==> src/rtl/arp_cache_ctrl.sv <==
// arp_cache_ctrl: ARP cache with ageing and a miss-driven request/retry resolution engine
module arp_cache_ctrl #(
  parameter int P_ENTRIES      = 8,
  parameter int P_TICK_CYCLES  = 156250,
  parameter int P_AGE_MAX      = 60000,
  parameter int P_RETRY_CYCLES = 156250,
  parameter int P_MAX_RETRY    = 3
) (
  input  logic                             i_clk,
  input  logic                             i_rst,
  input  logic                             i_flush,
  input  logic [31:0]                      i_learn_ip,
  input  logic [47:0]                      i_learn_mac,
  input  logic                             i_learn_valid,
  input  logic [31:0]                      i_seek_ip,
  input  logic                             i_seek_valid,
  output logic                             o_seek_ready,
  output logic                             o_seek_done,
  output logic                             o_seek_hit,
  output logic [47:0]                      o_seek_mac,
  output logic [31:0]                      o_req_ip,
  output logic                             o_req_valid,
  input  logic                             i_req_ready,
  output logic [$clog2(P_ENTRIES+1)-1:0]   o_entry_count
);
  localparam int IW = $clog2(P_ENTRIES);
  localparam int AW = $clog2(P_AGE_MAX + 1);
  localparam int TW = $clog2(P_TICK_CYCLES + 1);
  localparam int WW = $clog2(P_RETRY_CYCLES + 1);
  localparam int RW = $clog2(P_MAX_RETRY + 1);
  localparam int CW = $clog2(P_ENTRIES + 1);
  typedef enum logic [2:0] {IDLE, LOOKUP, REQ, WAIT, DONE} state_t;
  state_t state_q, state_d;
  logic [P_ENTRIES-1:0] valid_q, valid_d;
  logic [31:0] ip_q [P_ENTRIES];
  logic [31:0] ip_d [P_ENTRIES];
  logic [47:0] mac_q [P_ENTRIES];
  logic [47:0] mac_d [P_ENTRIES];
  logic [AW-1:0] age_q [P_ENTRIES];
  logic [AW-1:0] age_d [P_ENTRIES];
  logic [TW-1:0] tick_q, tick_d;
  logic [CW-1:0] count_q, count_d;
  logic [31:0] sip_q, sip_d;
  logic [RW-1:0] retry_q, retry_d;
  logic [WW-1:0] timer_q, timer_d;
  logic hit_q, hit_d;
  logic [47:0] res_q, res_d;
  logic tick, learn_ok, m_any, f_any, lk_hit;
  logic [IW-1:0] m_idx, f_idx, o_idx, w_idx;
  logic [47:0] lk_mac;
  always_comb begin
    tick = tick_q == TW'(P_TICK_CYCLES - 1);
    tick_d = tick ? '0 : tick_q + 1'b1;
    learn_ok = i_learn_valid && i_learn_ip != '0;
    m_any = 1'b0;
    m_idx = '0;
    f_any = 1'b0;
    f_idx = '0;
    lk_hit = 1'b0;
    lk_mac = '0;
    count_d = '0;
    for (int i = P_ENTRIES - 1; i >= 0; i--) begin
      if (valid_q[i] && ip_q[i] == i_learn_ip) begin m_any = 1'b1; m_idx = IW'(i); end
      if (!valid_q[i]) begin f_any = 1'b1; f_idx = IW'(i); end
      if (valid_q[i] && ip_q[i] == sip_q) begin lk_hit = 1'b1; lk_mac = mac_q[i]; end
      count_d = count_d + CW'(valid_q[i]);
    end
    count_d = i_flush ? '0 : count_d;
    // strict compare keeps the lowest index among equally old entries
    o_idx = '0;
    for (int i = 1; i < P_ENTRIES; i++)
      if (age_q[i] > age_q[o_idx]) o_idx = IW'(i);
    w_idx = m_any ? m_idx : f_any ? f_idx : o_idx;
    valid_d = valid_q;
    ip_d = ip_q;
    mac_d = mac_q;
    age_d = age_q;
    for (int i = 0; i < P_ENTRIES; i++)
      if (tick && valid_q[i]) begin
        age_d[i] = age_q[i] + 1'b1;
        valid_d[i] = age_d[i] != AW'(P_AGE_MAX);
      end
    if (learn_ok) begin
      valid_d[w_idx] = 1'b1;
      ip_d[w_idx] = i_learn_ip;
      mac_d[w_idx] = i_learn_mac;
      age_d[w_idx] = '0;
    end
    valid_d = i_flush ? '0 : valid_d;
  end
  always_comb begin
    state_d = state_q;
    sip_d = sip_q;
    retry_d = retry_q;
    timer_d = timer_q;
    hit_d = hit_q;
    res_d = res_q;
    case (state_q)
      IDLE: if (i_seek_valid) begin sip_d = i_seek_ip; retry_d = '0; state_d = LOOKUP; end
      LOOKUP:
        if (lk_hit && !i_flush) begin state_d = DONE; hit_d = 1'b1; res_d = lk_mac; end
        else state_d = REQ;
      REQ: if (i_req_ready) begin retry_d = retry_q + 1'b1; timer_d = WW'(P_RETRY_CYCLES); state_d = WAIT; end
      WAIT: begin
        timer_d = timer_q - 1'b1;
        if (i_learn_valid && i_learn_ip == sip_q) begin state_d = DONE; hit_d = 1'b1; res_d = i_learn_mac; end
        else if (timer_q == WW'(1)) begin
          if (retry_q < RW'(P_MAX_RETRY)) state_d = REQ;
          else begin state_d = DONE; hit_d = 1'b0; res_d = '0; end
        end
      end
      DONE: state_d = IDLE;
      default: state_d = IDLE;
    endcase
  end
  always_ff @(posedge i_clk) begin
    if (!i_rst) begin
      state_q <= IDLE;
      valid_q <= '0;
      ip_q <= '{default: '0};
      mac_q <= '{default: '0};
      age_q <= '{default: '0};
      tick_q <= '0;
      count_q <= '0;
      sip_q <= '0;
      retry_q <= '0;
      timer_q <= '0;
      hit_q <= 1'b0;
      res_q <= '0;
    end else begin
      state_q <= state_d;
      valid_q <= valid_d;
      ip_q <= ip_d;
      mac_q <= mac_d;
      age_q <= age_d;
      tick_q <= tick_d;
      count_q <= count_d;
      sip_q <= sip_d;
      retry_q <= retry_d;
      timer_q <= timer_d;
      hit_q <= hit_d;
      res_q <= res_d;
    end
  end
  // handshake outputs drop combinationally while reset is held
  assign o_seek_ready = i_rst && state_q == IDLE;
  assign o_seek_done = i_rst && state_q == DONE;
  assign o_req_valid = i_rst && state_q == REQ;
  assign o_req_ip = sip_q;
  assign o_seek_hit = hit_q;
  assign o_seek_mac = res_q;
  assign o_entry_count = count_q;
endmodule

==> config.mk <==
export PLATFORM = sky130hd
export DESIGN_NAME = arp_cache_ctrl
export DESIGN_NICKNAME = d
export VERILOG_FILES = /design/src/rtl/arp_cache_ctrl.sv
export SDC_FILE = /design/constraint.sdc
export NUM_CORES = 2
export LEC_CHECK = 0
export CAP_MARGIN = 10
export CORE_UTILIZATION = 65
export CTS_CLUSTER_SIZE = 12
export DETAILED_ROUTE_END_ITERATION = 10
export PLACE_DENSITY = 0.95
export SLEW_MARGIN = 20
export SYNTH_ARGS = -nofsm -noshare
export SYNTH_HDL_FRONTEND = slang
export SYNTH_SLANG_ARGS = --single-unit
==> constraint.sdc <==
create_clock -name i_clk -period 25.1 [get_ports i_clk]
set_clock_uncertainty 0.15 [all_clocks]
set_input_delay 5.02 -clock i_clk [delete_from_list [all_inputs] [get_ports i_clk]]
set_output_delay 5.02 -clock i_clk [all_outputs]
set_load 0.01 [all_outputs]
==> metrics <==
FP Rows roughly 100; Required @ worst endpoint roughly 26 ns; Worst Reg-to-Reg Cells 63; CP Buf/Inv Count 5; vias in the first global route 46010; Post-CTS Setup Inserts 0; layout cell share with drive strength beyond 1 0.05451; Clock Pin Slew Worst Setup and Hold Paths ~0.060 ns; clk root buf clkbuf_16; core box area between 70000 and 80000 um^2; port buffer count approximately 210; initial antenna violation count 5; TritonCTS clock tree yes; Most Frequent Cell on Critical Path nand2_1; max_slew headroom 0.03434; post-synthesis sequential area ratio 0.3609; outcome finished clean; Initial Utilization 0.6576; arrival time of the worst setup path around 23 ns; RR Endpoint ip_q[103]; Post-Route WL roughly 190000 um; Hold WC Path Type reg -> reg; TNS Setup 0 ns; Placed Cells approximately 7000; min-delay src mac_q[363]; startpoint types flop; Cells on Worst Hold Path 2; max-cap violations 0; fmax between 40 and 50 MHz; drt pass-1 iters 7; first-pass GRT wire length roughly 280000 um; Hold Slack around 0.31 ns; Crit Path Category reg -> reg; die height 279.4 um; Tcrit/Tclk final 0.8842; number of vias per cell 6.920; cell area after synthesis 50030 um^2; kind of cell adding the most delay to the critical path simple AND/OR/NAND/NOR gates; CTS Sinks roughly 900; gr usage total 0.4755; H-tree depth 3; drt wl/cell approximately 27 um; critical path fanouts, max 52; asr flop ratio synth 0; Yosys warning total 0; min cycle time layout 22.19 ns; Final setup viols 0; Reg power frac 0.455; Synth Net Count 6199; # fillers 5392; post-synth cell types just under 90; crit end category flop; Num CTS Buffers 94; Crit. Startpoint age_q[122]; Pwr Total between 0.003 and 0.004 W; final number of hold-violating endpoints 0; Synth-to-Final Area Change 10.84%; setup slack, reg-to-reg 2.91 ns; CP peak stage delay 0.86 ns; LEAKAGE between 20 and 25 nW; GPL Wtd Cong around 1.1; Gate power share 0.110; Synth Register Bits between 900 and 1000; sw frac 0.2741; Longest Clk Path Bufs 3; initial DRC count a little under 7000; slew at the pin closest to its max-slew limit 1.435 ns; die width 279.4 um; ys flop type dfxtp_1; Sw Pwr 0.0008909 W; critical path depth 63; Max Slew Vio Count 0; fin nets a little over 6000; CTS Hold Bufs 0; DR vias roughly 48000; clock latency at the later pin of the worst-skew pair ~0.71 ns; num ports roughly 210; capture point of the worst path ip_q[103]; Final Non-Filler Cells 6998; post-synthesis average cell area around 8.4 um^2; Pint ~0.0024 W; DRC 0; PwrDens ~60 nW/um^2; RSZ-0062 raised after global routing no; Die ar. around 78000 um^2; DP HPWL ~120000 um; reg-to-reg startpoint age_q[122]; clock group share of total power 0.435; Resize count post-CTS 0; Peak VDD IR 68.56 uV; GR Overflow Total 0; Detail Route Antenna Nets 0; Critical Path Slowest Stage Cell nand3_4; Post-synth EDFFs 0; largest net degree at the start of global routing approximately 120; Post-Syn Instances 5941
[cell families after synthesis]
family                     Yosys count  share of synthesized area
and+or+nand+nor                   2228                     0.2019
DFF                                902                     0.3609
AOI/OAI and AO/OA                  846                     0.1124
xor gates and xnor gates           698                     0.1222
muxes                              593                     0.1188
buffers and inverters              534                    0.04822
adders and majority gates          140                    0.03561
[worst min-delay path by stage]
| stage | to | slack [ns] |
|---|---|---|
| after CTS | mac_q[98] | 0.31 |
| final | mac_q[363] | 0.31 |
| after detailed placement | mac_q[338] | 0.30 |
| after global placement | mac_q[238] | 0.29 |
| after global routing | mac_q[336] | 0.33 |
| after floorplan | mac_q[238] | 0.28 |
[synthesized netlist by cell type, types with 48 or more instances]
library cell / number / area (um^2)
buf_2: 126 / 630.6
o21ai_0: 177 / 885.9
nor3_1: 136 / 680.7
ha_1: 136 / 1702
and3_1: 127 / 794.5
a311oi_1: 108 / 945.9
clkbuf_1: 277 / 1040
nand2_1: 1126 / 4227
xnor2_1: 259 / 2268
nand4_1: 92 / 575.6
nor4_1: 116 / 725.7
dfxtp_1: 902 / 18060
nand3_1: 219 / 1096
a21oi_1: 254 / 1271
a221oi_1: 66 / 578.1
xor2_1: 439 / 3845
mux2i_1: 588 / 5886
o2111ai_1: 48 / 420.4
nor2_1: 283 / 1062
inv_1: 68 / 255.2
[area by class of cell]
type,instances,area (um^2),area share
diodes,6,15.01,0.0002708
clock buffers,136,2720,0.04905
clock inverters,21,330.3,0.005957
inverters,69,264.0,0.004761
multi-input cells,4505,29700,0.5356
flip-flops and latches,902,18060,0.3256
well taps,1030,1289,0.02324
repair buffers,329,3074,0.05544
[metal layers]
layer,vias up,track usage,wire (um)
li1,20660,-,-
met4,4,0.2435,12540
met2,3867,0.7173,81080
met5,-,0.003127,45
met3,994,0.1402,26180
met1,22900,0.6153,71900
[power groups by stage]
stage / Sequential [W] / Combinational (W) / Clock, W
after floorplan: 0.00151 / 0.000185 / 0
after global placement: 0.00151 / 0.000329 / 0
after detailed placement: 0.00151 / 0.000332 / 0
after CTS: 0.00148 / 0.000337 / 0.00140
after global routing: 0.00148 / 0.000364 / 0.00146
final: 0.00148 / 0.000359 / 0.00141
[cells in the final DEF, fill, tap and decap left out, types with 94 or more instances in the layout]
| cell type | Yosys | layout |
|---|---|---|
| a21oi_1 | 254 | 254 |
| a311oi_1 | 108 | 108 |
| and3_1 | 127 | 123 |
| buf_4 | 22 | 117 |
| clkbuf_16 | 0 | 94 |
| clkdlybuf4s50_1 | 0 | 204 |
| dfxtp_1 | 902 | 902 |
| ha_1 | 136 | 136 |
| mux2i_1 | 588 | 588 |
| nand2_1 | 1126 | 1124 |
| nand3_1 | 219 | 214 |
| nor2_1 | 283 | 283 |
| nor3_1 | 136 | 133 |
| nor4_1 | 116 | 111 |
| o21ai_0 | 177 | 176 |
| xnor2_1 | 259 | 259 |
| xor2_1 | 439 | 439 |
[registers in the layout, summed over array words and instances (netlist names)]
signal	flops
state_q	3
age_q	128
o_seek_mac	48
mac_q	384
ip_q	256
valid_q	8
o_seek_hit	1
tick_q	18
o_entry_count	4
timer_q	18
retry_q	2
o_req_ip	32
[metrics by stage]
step	util	setup slack, ns	cell area [um^2]
detailed placement	0.6880	3.467	52340
floorplan	-	8.313	50030
global route	0.7287	1.781	55440
CTS	0.7281	3.359	55390
finish	0.7289	2.906	55450
global placement	0.6879	3.814	52330
[worst reg2reg max path: cells and delay by family, from the launching register on]
kind            cells  cell delay, ns
flops               1            0.47
compound gates     21            6.38
mux                 3            1.06
fa+ha+maj           7            2.19
buf+inv             5            1.58
simple gates       27           10.30
No activity file was read; power rests on OpenSTA's default activity.
